## config.mk

```make
export PLATFORM = sky130hd
export DESIGN_NAME = rv_fetch_flat
export DESIGN_NICKNAME = d
export VERILOG_FILES = /design/src/rtl/rv_pkg.sv /design/src/rtl/rv_fetch_if.sv /design/src/rtl/rv_fetch.sv /design/src/flat_wrapper.sv
export SDC_FILE = /design/constraint.sdc
export NUM_CORES = 1
export LEC_CHECK = 0
export BUFFER_PORTS_ARGS = -buffer_cell sky130_fd_sc_hd__buf_2
export CAP_MARGIN = 20
export CORE_ASPECT_RATIO = 2
export CORE_UTILIZATION = 45
export CTS_CLUSTER_DIAMETER = 150
export CTS_CLUSTER_SIZE = 16
export DETAILED_ROUTE_END_ITERATION = 7
export PLACE_DENSITY = 0.87
export SYNTH_ARGS = -nofsm -noshare
export SYNTH_HDL_FRONTEND = slang
export SYNTH_SLANG_ARGS = --single-unit
```

## constraint.sdc

```tcl
create_clock -name clk -period 2.1 [get_ports clk]
set_clock_uncertainty 0.15 [all_clocks]
set_input_delay 0.105 -clock clk [delete_from_list [all_inputs] [get_ports clk]]
set_output_delay 0.105 -clock clk [all_outputs]
set_load 0.01 [all_outputs]
```

## src/rtl/rv_pkg.sv

```systemverilog
`default_nettype none
// ============================================================================
//  Module      : rv_pkg
//  Description : Shared types and constants for the RV core front end.
//  Revision    : 1.0 - initial release
// ============================================================================
package rv_pkg;

    localparam int XLEN = 32;

    // Canonical NOP: addi x0, x0, 0
    localparam logic [XLEN-1:0] RV_NOP = 32'h0000_0013;

    typedef enum logic [1:0] {
        BOOT  = 2'd0,
        RUN   = 2'd1,
        HOLD  = 2'd2,
        REDIR = 2'd3
    } fetch_state_t;

endpackage
`default_nettype wire

```

## src/rtl/rv_fetch_if.sv

```systemverilog
`default_nettype none
// ============================================================================
//  Module      : rv_fetch_if
//  Description : Fetch-unit bundle: instruction-memory request/response,
//                decode hand-off and execute redirect.
//  Revision    : 1.0 - initial release
// ============================================================================
interface rv_fetch_if;
    import rv_pkg::*;

    // Instruction memory side
    logic [XLEN-1:0] pc_Q100H;
    logic            ready_Q101H;
    logic [XLEN-1:0] instruction_Q101H;

    // Decode side
    logic            stall_Q101H;
    logic            valid_Q101H;
    logic [XLEN-1:0] instr_Q101H;
    logic [XLEN-1:0] pc_Q101H;

    // Execute redirect
    logic            branch_taken_Q102H;
    logic [XLEN-1:0] branch_target_Q102H;

    // Fetch unit
    modport master (
        output pc_Q100H, ready_Q101H, valid_Q101H, instr_Q101H, pc_Q101H,
        input  instruction_Q101H, stall_Q101H,
               branch_taken_Q102H, branch_target_Q102H
    );

    // Memory / decode / execute environment
    modport slave (
        input  pc_Q100H, ready_Q101H, valid_Q101H, instr_Q101H, pc_Q101H,
        output instruction_Q101H, stall_Q101H,
               branch_taken_Q102H, branch_target_Q102H
    );

endinterface
`default_nettype wire

```

## src/rtl/rv_fetch.sv

```systemverilog
`default_nettype none
// ============================================================================
//  Module      : rv_fetch
//  Description : Instruction-fetch front end. Owns the PC, issues requests to
//                instruction memory, presents PC/instruction/valid to decode,
//                absorbs decode stalls with a hold register and squashes the
//                wrong path on taken-branch redirects.
//  Revision    : 1.0 - initial release
// ============================================================================
module rv_fetch
    import rv_pkg::*;
#(
    parameter logic [XLEN-1:0] RESET_PC = 32'h0000_0000
) (
    input  wire logic  clk,
    input  wire logic  rst,
    rv_fetch_if.master bus
);

    localparam logic [XLEN-1:0] c_ALIGN_MASK = {{(XLEN-2){1'b1}}, 2'b00};
    localparam logic [XLEN-1:0] c_PC_STEP    = 32'd4;

    fetch_state_t    r_state;
    fetch_state_t    w_state_next;
    logic [XLEN-1:0] r_pc_q100h;
    logic [XLEN-1:0] r_pc_q101h;
    logic [XLEN-1:0] r_hold;

    logic            w_valid;
    logic            w_ready;
    logic            w_redirect;
    logic            w_stall_hit;
    logic [XLEN-1:0] w_target;

    assign w_redirect = bus.branch_taken_Q102H;
    // Low two target bits are dropped: fetch is word-aligned only.
    assign w_target   = bus.branch_target_Q102H & c_ALIGN_MASK;

    // Decode-facing valid/ready and the next-state decision.
    always_comb begin
        w_valid      = 1'b0;
        w_stall_hit  = 1'b0;
        w_ready      = 1'b0;
        w_state_next = r_state;

        // A redirect squashes whatever is in Q101H this very cycle.
        w_valid     = ((r_state == RUN) || (r_state == HOLD)) && !w_redirect;
        w_stall_hit = bus.stall_Q101H && w_valid;
        // Combinational stall->ready path: memory must not advance while
        // decode refuses a live instruction, unless a redirect overrides it.
        w_ready     = !rst && !w_stall_hit;

        if (w_redirect) begin
            w_state_next = REDIR;
        end else begin
            case (r_state)
                BOOT:    w_state_next = RUN;
                RUN:     w_state_next = w_stall_hit ? HOLD : RUN;
                HOLD:    w_state_next = bus.stall_Q101H ? HOLD : RUN;
                REDIR:   w_state_next = w_stall_hit ? HOLD : RUN;
                default: w_state_next = BOOT;
            endcase
        end
    end

    // State register.
    always_ff @(posedge clk) begin
        if (rst) r_state <= BOOT;
        else     r_state <= w_state_next;
    end

    // Fetch PC: redirect beats advance; frozen while memory is not requested.
    always_ff @(posedge clk) begin
        if (rst)             r_pc_q100h <= RESET_PC;
        else if (w_redirect) r_pc_q100h <= w_target;
        else if (w_ready)    r_pc_q100h <= r_pc_q100h + c_PC_STEP;
    end

    // Q101H PC follows every request memory actually captured.
    always_ff @(posedge clk) begin
        if (rst)          r_pc_q101h <= '0;
        else if (w_ready) r_pc_q101h <= r_pc_q100h;
    end

    // Hold register: snapshot memory data on the first stalled edge so the
    // instruction survives while memory output is no longer guaranteed.
    always_ff @(posedge clk) begin
        if (rst)             r_hold <= RV_NOP;
        else if (w_redirect) r_hold <= RV_NOP;
        else if (((r_state == RUN) || (r_state == REDIR)) && w_stall_hit)
            r_hold <= bus.instruction_Q101H;
    end

    assign bus.pc_Q100H    = r_pc_q100h;
    assign bus.ready_Q101H = w_ready;
    assign bus.valid_Q101H = w_valid;
    assign bus.pc_Q101H    = r_pc_q101h;
    // BOOT also shows the hold register so decode sees a NOP out of reset.
    assign bus.instr_Q101H = ((r_state == HOLD) || (r_state == BOOT)) ?
                             r_hold : bus.instruction_Q101H;

endmodule
`default_nettype wire

```

## src/flat_wrapper.sv

```systemverilog
// flat-port wrapper written by rule: the top's interface ports become plain ports
module rv_fetch_flat import rv_pkg::*;
#(
    parameter logic [XLEN-1:0] RESET_PC = 32'h0000_0000
)
  (clk, rst, bus_pc_Q100H, bus_ready_Q101H, bus_valid_Q101H, bus_instr_Q101H, bus_pc_Q101H, bus_instruction_Q101H, bus_stall_Q101H, bus_branch_taken_Q102H, bus_branch_target_Q102H);
  rv_fetch_if bus_i ();
  input  wire logic clk;
  input  wire logic rst;
  output wire logic [$bits(bus_i.pc_Q100H)-1:0] bus_pc_Q100H;
  output wire logic [$bits(bus_i.ready_Q101H)-1:0] bus_ready_Q101H;
  output wire logic [$bits(bus_i.valid_Q101H)-1:0] bus_valid_Q101H;
  output wire logic [$bits(bus_i.instr_Q101H)-1:0] bus_instr_Q101H;
  output wire logic [$bits(bus_i.pc_Q101H)-1:0] bus_pc_Q101H;
  input wire logic [$bits(bus_i.instruction_Q101H)-1:0] bus_instruction_Q101H;
  input wire logic [$bits(bus_i.stall_Q101H)-1:0] bus_stall_Q101H;
  input wire logic [$bits(bus_i.branch_taken_Q102H)-1:0] bus_branch_taken_Q102H;
  input wire logic [$bits(bus_i.branch_target_Q102H)-1:0] bus_branch_target_Q102H;
  assign bus_pc_Q100H = bus_i.pc_Q100H;
  assign bus_ready_Q101H = bus_i.ready_Q101H;
  assign bus_valid_Q101H = bus_i.valid_Q101H;
  assign bus_instr_Q101H = bus_i.instr_Q101H;
  assign bus_pc_Q101H = bus_i.pc_Q101H;
  assign bus_i.instruction_Q101H = bus_instruction_Q101H;
  assign bus_i.stall_Q101H = bus_stall_Q101H;
  assign bus_i.branch_taken_Q102H = bus_branch_taken_Q102H;
  assign bus_i.branch_target_Q102H = bus_branch_target_Q102H;
  rv_fetch #(.RESET_PC(RESET_PC)) u_core (.clk(clk), .rst(rst), .bus(bus_i));
endmodule
```

Yosys cells after proc, flatten, opt, wreduce, memory -nomap -nowiden
Index checks and enable logic that the tools add are counted.
{"block": "word_totals", "register_bits": 98, "in_bits": 68, "out_inout_bits": 98}
{"block": "classes", "add_sub_neg": 1, "eq_ne": 3, "muxes": 7, "reduce_logical": 14}
{"op": "32-bit 2-to-1 mux", "count": 3}
{"op": "32-bit by 3-bit adder with 32-bit output, second input constant", "count": 1}
{"op": "2-bit 2-to-1 mux", "count": 3}
{"op": "2-bit one-hot mux with 3 select lines", "count": 1}
{"op": "2-bit == test, second input constant", "count": 2}
{"op": "1-bit logical AND", "count": 4}
{"op": "2-bit OR reduction", "count": 2}
{"op": "1-bit zero test", "count": 3}
{"op": "1-bit logical OR", "count": 3}
{"op": "2-bit by 1-bit == test with 1-bit output, second input constant", "count": 1}
{"op": "2-bit zero test", "count": 1}
{"op": "2-bit nonzero test", "count": 1}

Depth between registers and ports, before layout
Gate-level depths: netlist of run 1.
{"block": "depth", "ltp_word": 8, "ltp_mapped": 9}

Worst setup path before layout of run 1
OpenSTA, ideal clock, no wires.
{"block": "synth_path", "path_kind": "reg-to-reg", "from": "register u_core.r_state[0]", "to": "register u_core.r_pc_q100h[31], in the netlist u_core.bus.pc_Q100H[31]", "setup_time_ns": 0.120, "arrival_ns": 1.917, "path_slack_ns": -0.086, "path_stages_with_launch": 9, "n_path_buf": 1, "period_less_slack_ns": 2.186, "path_cell_list": "dfxtp_1 -> inv_1 -> ha_1 -> and3b_1 -> buf_2 -> nor4b_1 -> and3_1 -> a31oi_1 -> o31a_1"}
{"block": "synth_via", "elab_chain_len": 7}
{"element": "from (decl)", "line_no": "rv_fetch.sv:23", "source": "fetch_state_t r_state;"}
{"element": "from (signal assigned)", "line_no": "rv_fetch.sv:69", "source": "else r_state <= w_state_next;"}
{"element": "2-bit by 1-bit == test with 1-bit output / 2-bit == test (equally long branches)", "line_no": "rv_fetch.sv:47", "source": "w_valid = ((r_state == RUN) || (r_state == HOLD)) && !w_redirect;"}
{"element": "1-bit logical OR (*)", "line_no": "rv_fetch.sv:47"}
{"element": "1-bit logical AND (*)", "line_no": "rv_fetch.sv:47"}
{"element": "1-bit logical AND (*)", "line_no": "rv_fetch.sv:48", "source": "w_stall_hit = bus.stall_Q101H && w_valid;"}
{"element": "1-bit zero test (*)", "line_no": "rv_fetch.sv:51", "source": "w_ready = !rst && !w_stall_hit;"}
{"element": "1-bit logical AND (*)", "line_no": "rv_fetch.sv:51"}
{"element": "2-bit nonzero test (no line) (*)"}
{"element": "to (signal assigned)", "line_no": "rv_fetch.sv:75", "source": "else if (w_redirect) r_pc_q100h <= w_target;"}
{"element": "to (signal assigned)", "line_no": "rv_fetch.sv:76", "source": "else if (w_ready) r_pc_q100h <= r_pc_q100h + c_PC_STEP;"}
{"element": "to (decl)", "line_no": "rv_fetch.sv:25", "source": "logic [XLEN-1:0] r_pc_q100h;"}
Every way passes the cells marked *; elsewhere a longest branch is shown, timed or not.
A chain may end at the register's enable or synchronous reset.

Worst setup path in the final report of run 1
{"block": "layout_path", "from": "register u_core.r_state[1]", "to": "output port bus_instr_Q101H[26]"}
{"block": "layout_via", "elab_chain_len": 3}
{"element": "2-bit == test / 2-bit zero test (equally long branches)", "line_no": "rv_fetch.sv:99", "source": "assign bus.instr_Q101H = ((r_state == HOLD) || (r_state == BOOT)) ?"}
{"element": "1-bit logical OR (*)", "line_no": "rv_fetch.sv:99"}
{"element": "32-bit 2-to-1 mux (*)", "line_no": "rv_fetch.sv:99"}
{"element": "to (decl)", "line_no": "flat_wrapper.sv:13", "source": "output wire logic [$bits(bus_i.instr_Q101H)-1:0] bus_instr_Q101H;"}
Marked as above.

==> flow_summary.yaml, run 1 <==
logic_synthesis:
  async_reset_ff_share_pct: 0
  synth_cells: 538
  ys_warn_count: 0
  synth-main-ff-cell: "dfxtp_1"
  yosys_register_bits: 94
  synth_edf_count: 0
  synth_top_area_share_pct: 42.7
  synth_area_leaders: "dfxtp_1 43%, nand2_1 12%, mux2_2 8.2%, a21oi_1 7.8%, xor2_1 4.4%"
  synth_most_common_cell: "nand2_1"
  yosysTopAreaCell: "dfxtp_1"
  synth.avg_cell_area_sq_um: 8.19
  syn_area_sq_mm: 0.00441
  synthTopCellsByCount: "145 x nand2_1, 94 x dfxtp_1, 69 x a21oi_1"
  ys_types: 41
  ys_seq_area_share_pct: 42.7
clock_tree:
  cts-root-buf: "clkbuf_16"
  clk_path_buf_depth: 2
  path_clk_slew_ps: 60
  cts_tree: "yes"
  htreeDepth: 3
  cts_buffers: 9
  clock_latency_ps: 350
  clock_sinks: 94
worst_hold_path:
  min_from: "bus_stall_Q101H"
  holdPathStages: 4
  min_to: "u_core.r_state[0]"
  hp-class: "input pin to register"
sta:
  finalHoldViolations: 0
  grt_setup_unrepaired: "true"
  setup_viol: 12
  min_period_ps: 2140
  fin_crit_sh_pct: 102
  relSlewSlack_pct: 57.6
  fmax_ghz: 0.468
  worstMarginPinSlew_ps: 636
  holdWs_ps: 2.19
  post-route-worst-setup-slack_ps: -35.1
  slew_viol_final: 0
finish:
  fillers: 648
  final_nets: 852
  multi_input_area_sq_mm: 0.00256
  syn_to_final_growth_pct: 57.0
  regArea_sq_mm: 0.00188
  stdcell_area_sq_mm: 0.00692
  drive_gt1_share_pct: 34.9
worst_setup_path:
  r2r-end: "u_core.bus.pc_Q100H[31]"
  cp.arrival_ps: 1880
  critPathRequiredTime_ps: 1850
  setup.worst_path.class: "register to output port"
  r2r_cells: 6
  crit_path_end_kind: "output port"
  start_kind: "register"
  crit_path_max_fanout: 8
  r2r_start: "u_core.bus.pc_Q100H[10]"
  rrSetupSlack_ps: 80
  startpoint: "u_core.r_state[1]"
global_route:
  track_usage_pct: 29.3
  grt_overflow_total: 0
  grt_pass1_wl_mm: 23.2
  grt_start_max_net_pins: 33
  grt_pass1_vias: 4912
  antenna_found_initial: 0
power:
  pwr_density_cell_mw_per_mm2: 643
  power_w: 0.00445
  vdd_drop_max_uv: 560
  leakagePower_nw: 3.07
place:
  place.gp.congestion: 0.868
  hpwl_mm: 9.01
  post-place-ws_ps: -123
  portBuffers: 159
  post_dp_cell_area_sq_mm: 0.00549
outcome:
  outcome: "finished with violations"
  violations: "negative setup slack"
drt:
  viasPerCell: 5.47
  drtPass1Iterations: 5
  drcViolationCount: 0
  vias: 5003
  detail-route-antenna-nets: 0
  wl_per_cell_um: 17.2
  wl_mm: 15.7
  drtIter0Drc: 216
die:
  core-area_sq_mm: 0.00945
  start_util_pct: 46.7
  rows: 50
  dieArea_sq_mm: 0.0102
  pin_count: 166
  fp.dieW_um: 72.0
  die_y_um: 142
run:
  maxCapViolations: 0
==> registers in the layout, summed over array words and instances, names as in the netlist <==
name,count
u_core.r_state,2
u_core.bus.pc_Q101H,30
u_core.r_hold,32
u_core.bus.pc_Q100H,30
==> per-layer routing <==
metal	track usage [%]	vias up	wire [um]
li1	-	2307	-
met5	0	-	0
met4	17.0	0	796
met3	5.45	72	917
met1	28.3	2375	5410
met2	55.9	249	8620
==> final cells by class <==
type	count	share of cell area, %
repair buffers	264	29.1
clock buffers	10	3.31
clock inverters	6	0.560
multi-input cells	401	36.9
well taps	130	2.35
flip-flops and latches	94	27.2
diodes	1	0.0362
inverters	8	0.470
==> per-stage QoR <==
step | utilization (%) | std cells | setup TNS (ps)
final | 73.3 | 914 | -219
after global placement | 58.1 | 821 | -38.9
after detailed placement | 58.1 | 821 | -580
after CTS | 70.9 | 909 | -193
after floorplan | - | 541 | 0
after global routing | 73.2 | 913 | -797
==> critical path, stage by stage, from the launching register on <==
cell	delay, ps
dfxtp_2	330
buf_6	120
ha_4	170
nor2_4	160
buf_12	140
clkbuf_16	170
mux2_4	320
buf_6	130
==> power breakdown <==
| group | switching [W] | internal (W) |
|---|---|---|
| clock network | 0.000697 | 0.000798 |
| registers | 0.0000779 | 0.00186 |
| logic | 0.000480 | 0.000537 |
==> placed cells by master, fill, tap and decap left out, types with 2 or more instances in the layout <==
master         instances
a211oi_1              12
a211oi_2               4
a21oi_1               69
and2_1                 3
and3_1                 4
and4_1                 5
buf_12                 5
buf_2                133
buf_4                 31
buf_6                 27
clkbuf_16             10
clkinv_2               3
clkinvlp_4             2
conb_1                 4
dfxtp_1               92
dfxtp_2                2
dlygate4sd3_1         66
ha_1                   3
ha_4                   2
inv_1                  6
mux2_2                 5
mux2_4                27
mux2i_1                4
nand2_1              145
nand3_1               12
nand4_1               15
nor2_1                30
nor2_2                 2
nor3_1                 2
nor4_4                 3
nor4b_2                2
o22ai_1                2
xnor2_1                5
xor2_1                22
==> worst max-delay path by stage <==
stage	depth (start not counted)	slack (ps)	endpoint
after floorplan	8	10	u_core.bus.pc_Q100H[31]
after global placement	7	-30	u_core.bus.pc_Q100H[13]
after detailed placement	7	-120	u_core.bus.pc_Q100H[13]
after CTS	8	-20	u_core.bus.pc_Q100H[28]
after global routing	7	-70	bus_instr_Q101H[26]
final	7	-40	bus_instr_Q101H[26]
==> kinds of logic after synthesis <==
logic type,after synthesis,share of synthesized area [%]
compound gates,92,12.0
xor+xnor,27,5.36
fa+ha+maj,6,1.70
buf+inv,47,4.40
flops,94,42.7
mux,36,9.08
other cells,1,0.0851
simple gates,235,24.7
==> timing repair <==
| action | 4_1_cts | 5_1_grt |
|---|---|---|
| hold buffers | 66 | 0 |
| resized for setup | 32 | 44 |
| endpoints found under the hold margin | 62 | 0 |
| gates cloned | 3 | 1 |
| endpoints found under the setup margin | 42 | 54 |
| buffers inserted | 3 | 4 |
| pin swaps | 2 | 5 |
No activity file was read; power rests on OpenSTA's default activity.
==> run 2, diff against run 1 <==
- PLACE_DENSITY: 0.87 -> 0.88
==> run 2 against run 1 <==
  * The flow still finishes with violations (negative setup slack)
  * Non-clock buffer count increased by 3
  * Clock power increased by 11%
  * Hold slack gained 38 ps
  * First-iteration DRC count up 100%
  * Count of clock-buffer cells in the layout rose by 1
  * Via count rose by 3.3%
  * Register-to-register slack lost 40 ps
  * Critical path depth unchanged
  * Core utilization increased by 1.9 points
  * Flip-flop and latch count stayed put
  * Total power up 5.0%
  * Die area did not move
==> flow_summary.yaml, run 2 (synthesis gave the netlist of run 1 again) <==
outcome:
  outcome: "finished with violations"
  violations: "negative setup slack"
clock_tree:
  htreeDepth: 3
  cts_buffers: 9
  clk_path_buf_depth: 2
  clock_latency_ps: 340
  cts-root-buf: "clkbuf_16"
  cts_tree: "yes"
  clock_sinks: 94
  path_clk_slew_ps: 70
drt:
  drtPass1Iterations: 7
  drcViolationCount: 0
  vias: 5166
  drtIter0Drc: 436
  met1_length_mm: 5.69
  route.met2.wl_mm: 9.26
  viasPerCell: 5.64
  wl_mm: 17.3
  detail-route-antenna-nets: 0
  wl_per_cell_um: 18.9
  wl_met3_mm: 1.27
  top_layer: "met4"
sta:
  fmax_ghz: 0.460
  finalHoldViolations: 0
  min_period_ps: 2170
  relSlewSlack_pct: 52.2
  holdWs_ps: 40.7
  post-route-worst-setup-slack_ps: -72.8
  grt_setup_unrepaired: "true"
  worstMarginPinSlew_ps: 717
  fin_crit_sh_pct: 103
  slew_viol_final: 0
  setup_viol: 17
finish:
  most-common-layout-cells: "145 x nand2_1, 130 x buf_2, 92 x dfxtp_1"
  syn_to_final_growth_pct: 61.1
  regMostFlops: "u_core.r_hold"
  layout_commonest_cell: "nand2_1"
  drive_gt1_share_pct: 36.9
  fillers: 593
  largest_reg_flops: 32
  final_nets: 854
die:
  rows: 50
  start_util_pct: 46.7
  pin_count: 166
  fp.dieW_um: 72.0
  die_y_um: 142
  dieArea_sq_mm: 0.0102
  core-area_sq_mm: 0.00945
power:
  leakagePower_nw: 3.12
  vdd_drop_max_uv: 584
  pwr_density_cell_mw_per_mm2: 658
  power_w: 0.00467
worst_setup_path:
  worst_path_largest_cell_delay_ps: 340
  crit_path_max_fanout: 8
  path_common_cell: "buf_6"
  start_kind: "register"
  crit_path_end_kind: "output port"
  cp.arrival_ps: 1920
  cp_top_family: "buffers and inverters"
  setup.worst_path.class: "register to output port"
  critPathSlowestCell: "dfxtp_2"
  crit_chain: "buf_4 -> ha_4 -> nor2_4 -> buf_6 -> buf_16 -> mux2_4 -> buf_6"
  critPathRequiredTime_ps: 1850
  critPathBufInv: 4
place:
  portBuffers: 159
  post-place-ws_ps: -113
  place.gp.congestion: 0.849
  hpwl_mm: 9.39
global_route:
  grt_pass1_vias: 5217
  grt_overflow_total: 0
  antenna_found_initial: 1
  grt_pass1_wl_mm: 26.2
  grt_start_max_net_pins: 33
  track_usage_pct: 33.2
worst_hold_path:
  hp-class: "input pin to register"
run:
  maxCapViolations: 0
-- run 2: changes by cell type in the layout (fill, tap and decap cells not counted), sizes merged --
cell | previous run | this run
bufinv | 0 | 1
and3b | 2 | 1
inv | 8 | 9
buf | 197 | 204
clkinv | 4 | 3
dlygate4sd3 | 66 | 63
clkinvlp | 2 | 0
-- run 2: worst paths after layout --
check                                               end  slack, ps  cells after the start                   start
worst min register to register   u_core.bus.pc_Q101H[3]        300                      2  u_core.bus.pc_Q101H[3]
worst min-delay path                  u_core.r_state[0]         40                      2                     rst
worst max register to register  u_core.bus.pc_Q100H[28]         40                      8       u_core.r_state[1]
worst max-delay path                bus_instr_Q101H[27]        -70                      7       u_core.r_state[1]
-- run 2: per-stage QoR --
step / setup TNS [ps] / utilization [%] / std cells / cell area, sq um
after floorplan: 0 / - / 541 / 4430
after global placement: 0 / 58.3 / 824 / 5500
after detailed placement: -552 / 58.3 / 824 / 5500
after CTS: -791 / 73.3 / 910 / 6920
after global routing: -2020 / 75.2 / 916 / 7100
final: -989 / 75.2 / 916 / 7100
-- run 2: final cells by class --
type                    count  area (sq um)  share of cell area [%]
flip-flops and latches     94          1880                    26.5
diodes                      1          2.50                  0.0352
multi-input cells         400          2660                    37.4
repair buffers            267          2070                    29.1
inverters                   8          30.0                   0.423
clock inverters             5          57.6                   0.810
well taps                 130           163                    2.29
clock buffers              11           243                    3.42
-- run 2: power breakdown --
group	switching, W	total [W]	internal, W
combinational	0.000517	0.00107	0.000555
clock	0.000706	0.00167	0.000959
sequential	0.0000766	0.00194	0.00186
total	0.00130	0.00467	0.00337
-- run 2: timing repair --
action,4_1_cts,5_1_grt
pin swaps,6,17
gates cloned,3,4
buffers inserted,4,3
hold endpoints to repair,63,0
setup endpoints to repair,45,91
resized for setup,78,41
hold buffers,63,0
-- run 2: layer usage --
layer | global-route usage, % | vias up
li1 | - | 2300
met1 | 31.7 | 2400
met2 | 61.3 | 363
met3 | 7.93 | 103
met4 | 21.9 | 0
met5 | 0 | -
==> run 3, diff against run 2 <==
- RECOVER_POWER: unset -> 100
==> run 3 against run 2 <==
  * The run still ends with negative setup slack left
  * Via count up 0.58%
  * Total power down 0.84%
  * Wire length up 0.36%
  * Worst setup slack better by 4.4 ps
  * Fmax up 0.20%
  * Register-to-register slack worse by 70 ps
  * Sequential share of layout area up 0.66 points
  * Critical path type unchanged
  * Largest power group unchanged
==> flow_summary.yaml, run 3 (synthesis gave the netlist of run 1 again) <==
clock_tree:
  clock_latency_ps: 340
  cts_tree: "yes"
  path_clk_slew_ps: 60
  clock_sinks: 94
  cts-root-buf: "clkbuf_16"
  cts_buffers: 9
  htreeDepth: 3
  clk_path_buf_depth: 2
global_route:
  track_usage_pct: 33.2
  grt_overflow_total: 0
  grt_start_max_net_pins: 33
  grt_pass1_wl_mm: 26.2
  antenna_found_initial: 1
  grt_pass1_vias: 5217
sta:
  worstMarginPinSlew_ps: 722
  post-route-worst-setup-slack_ps: -68.4
  min_period_ps: 2170
  finalHoldViolations: 0
  tns_ps: -1100
  fin_crit_sh_pct: 103
  setup_viol: 29
  grt_setup_unrepaired: "true"
  fmax_ghz: 0.461
  slew_viol_final: 0
  relSlewSlack_pct: 51.8
finish:
  drive_gt1_share_pct: 28.4
  largest_reg_flops: 32
  syn_to_final_growth_pct: 57.2
  stdcell_area_sq_mm: 0.00693
  fin_util_pct: 73.4
  layout.cells.non_filler: 916
  final_nets: 854
  most-common-layout-cells: "145 x nand2_1, 92 x dfxtp_1, 77 x buf_2"
  regMostFlops: "u_core.r_hold"
  layout_commonest_cell: "nand2_1"
die:
  core-area_sq_mm: 0.00945
  fp.dieW_um: 72.0
  dieArea_sq_mm: 0.0102
  die_y_um: 142
  pin_count: 166
  start_util_pct: 46.7
  rows: 50
power:
  switchingPower_w: 0.00129
  switching_share_pct: 27.9
  leakagePower_nw: 2.85
  pwr-share-comb_pct: 22.3
  pwr_density_cell_mw_per_mm2: 669
  vdd_drop_max_uv: 576
  pwr-share-clk_pct: 35.9
  seqPwrFrac_pct: 41.8
  power.internal_w: 0.00334
worst_setup_path:
  endpoint: "bus_instr_Q101H[15]"
  r2r_start: "u_core.r_state[1]"
  critPathSlowestCell: "dfxtp_2"
  cp.arrival_ps: 1910
  path_common_cell: "buf_6"
  critPathRequiredTime_ps: 1850
  worst_path_largest_cell_delay_ps: 340
  crit_path_end_kind: "output port"
  path_depth: 8
  rrSetupSlack_ps: -30
  r2r-end: "u_core.r_hold[28]"
  startpoint: "u_core.r_state[0]"
  cp_top_family: "buffers and inverters"
  r2r_cells: 8
  crit_chain: "inv_2 -> buf_6 -> ha_4 -> nor2_4 -> buf_6 -> buf_16 -> mux2_4 -> buf_6"
  start_kind: "register"
  critPathBufInv: 5
  setup.worst_path.class: "register to output port"
  crit_path_max_fanout: 8
drt:
  detail-route-antenna-nets: 0
  drtPass1Iterations: 5
  vias: 5196
  drcViolationCount: 0
  wl_mm: 17.4
  wl_per_cell_um: 19.0
  drtIter0Drc: 362
  viasPerCell: 5.67
place:
  hpwl_mm: 9.39
  portBuffers: 159
  post-place-ws_ps: -113
  place_inst: 824
  post_dp_cell_area_sq_mm: 0.00550
  place.gp.congestion: 0.849
worst_hold_path:
  holdPathStages: 2
  hp-class: "input pin to register"
outcome:
  violations: "negative setup slack"
  outcome: "finished with violations"
run:
  maxCapViolations: 0
run 3: cell types whose count changed in the layout (fill, tap and decap cells not counted), sizes merged:
cell	before	now
buf	204	138
clkbuf	11	77
run 3: stage by stage:
stage	hold WS (ps)	power, W
6_report	44.1	0.00463
5_1_grt	56.2	0.00478
4_1_cts	17.3	0.00458
3_5_place_dp	185	0.00267
3_3_place_gp	186	0.00265
2_1_floorplan	78.4	0.00235
run 3: per-layer routing:
metal  GRT usage, %  wire length, um
met4           21.9             1110
met2           61.3             9240
met5              0                0
met3           7.93             1300
met1           31.7             5730
run 3: worst reg2reg max path: cells and delay by family, from the launching register on:
kind | cells | cell delay, ps
AND/OR/NAND/NOR | 2 | 400
flip-flops | 1 | 350
buffers and inverters | 3 | 570
adder cells (fa/ha/maj) | 1 | 310
AO/OA/AOI/OAI | 2 | 210
run 3: power groups by stage:
stage          registers, W  logic (W)  clock network, W
6_report            0.00194    0.00103           0.00166
5_1_grt             0.00194    0.00109           0.00175
4_1_cts             0.00193   0.000990           0.00166
3_5_place_dp        0.00197   0.000704                 0
3_3_place_gp        0.00196   0.000681                 0
2_1_floorplan       0.00200   0.000357                 0
run 3: worst min path at each step:
stage | start | endpoint | slack [ps]
after floorplan | bus_instruction_Q101H[0] | u_core.r_hold[0] | 80
after global placement | bus_instruction_Q101H[1] | u_core.r_hold[1] | 190
after detailed placement | bus_instruction_Q101H[0] | u_core.r_hold[0] | 190
after CTS | rst | u_core.r_state[0] | 20
after global routing | rst | u_core.r_state[0] | 60
final | rst | u_core.r_state[0] | 40
run 3: what timing repair did:
| action | in CTS | in global routing |
|---|---|---|
| setup endpoints to repair | 45 | 91 |
| hold endpoints to repair | 63 | 0 |
| gates resized for setup | 78 | 41 |
| buffers inserted | 4 | 3 |
| hold buffers | 63 | 0 |
| gates cloned | 3 | 4 |
| pin swaps | 6 | 17 |
run 3: layout make-up:
type                       count  area [sq um]
sequential                    94          1880
clock inverter                 5          57.6
clock buffer                  11           243
tap                          130           163
timing repair buffer         267          1930
inverter                       8          30.0
fill                         641          2520
multi-input combinational    400          2620
antenna                        1          2.50
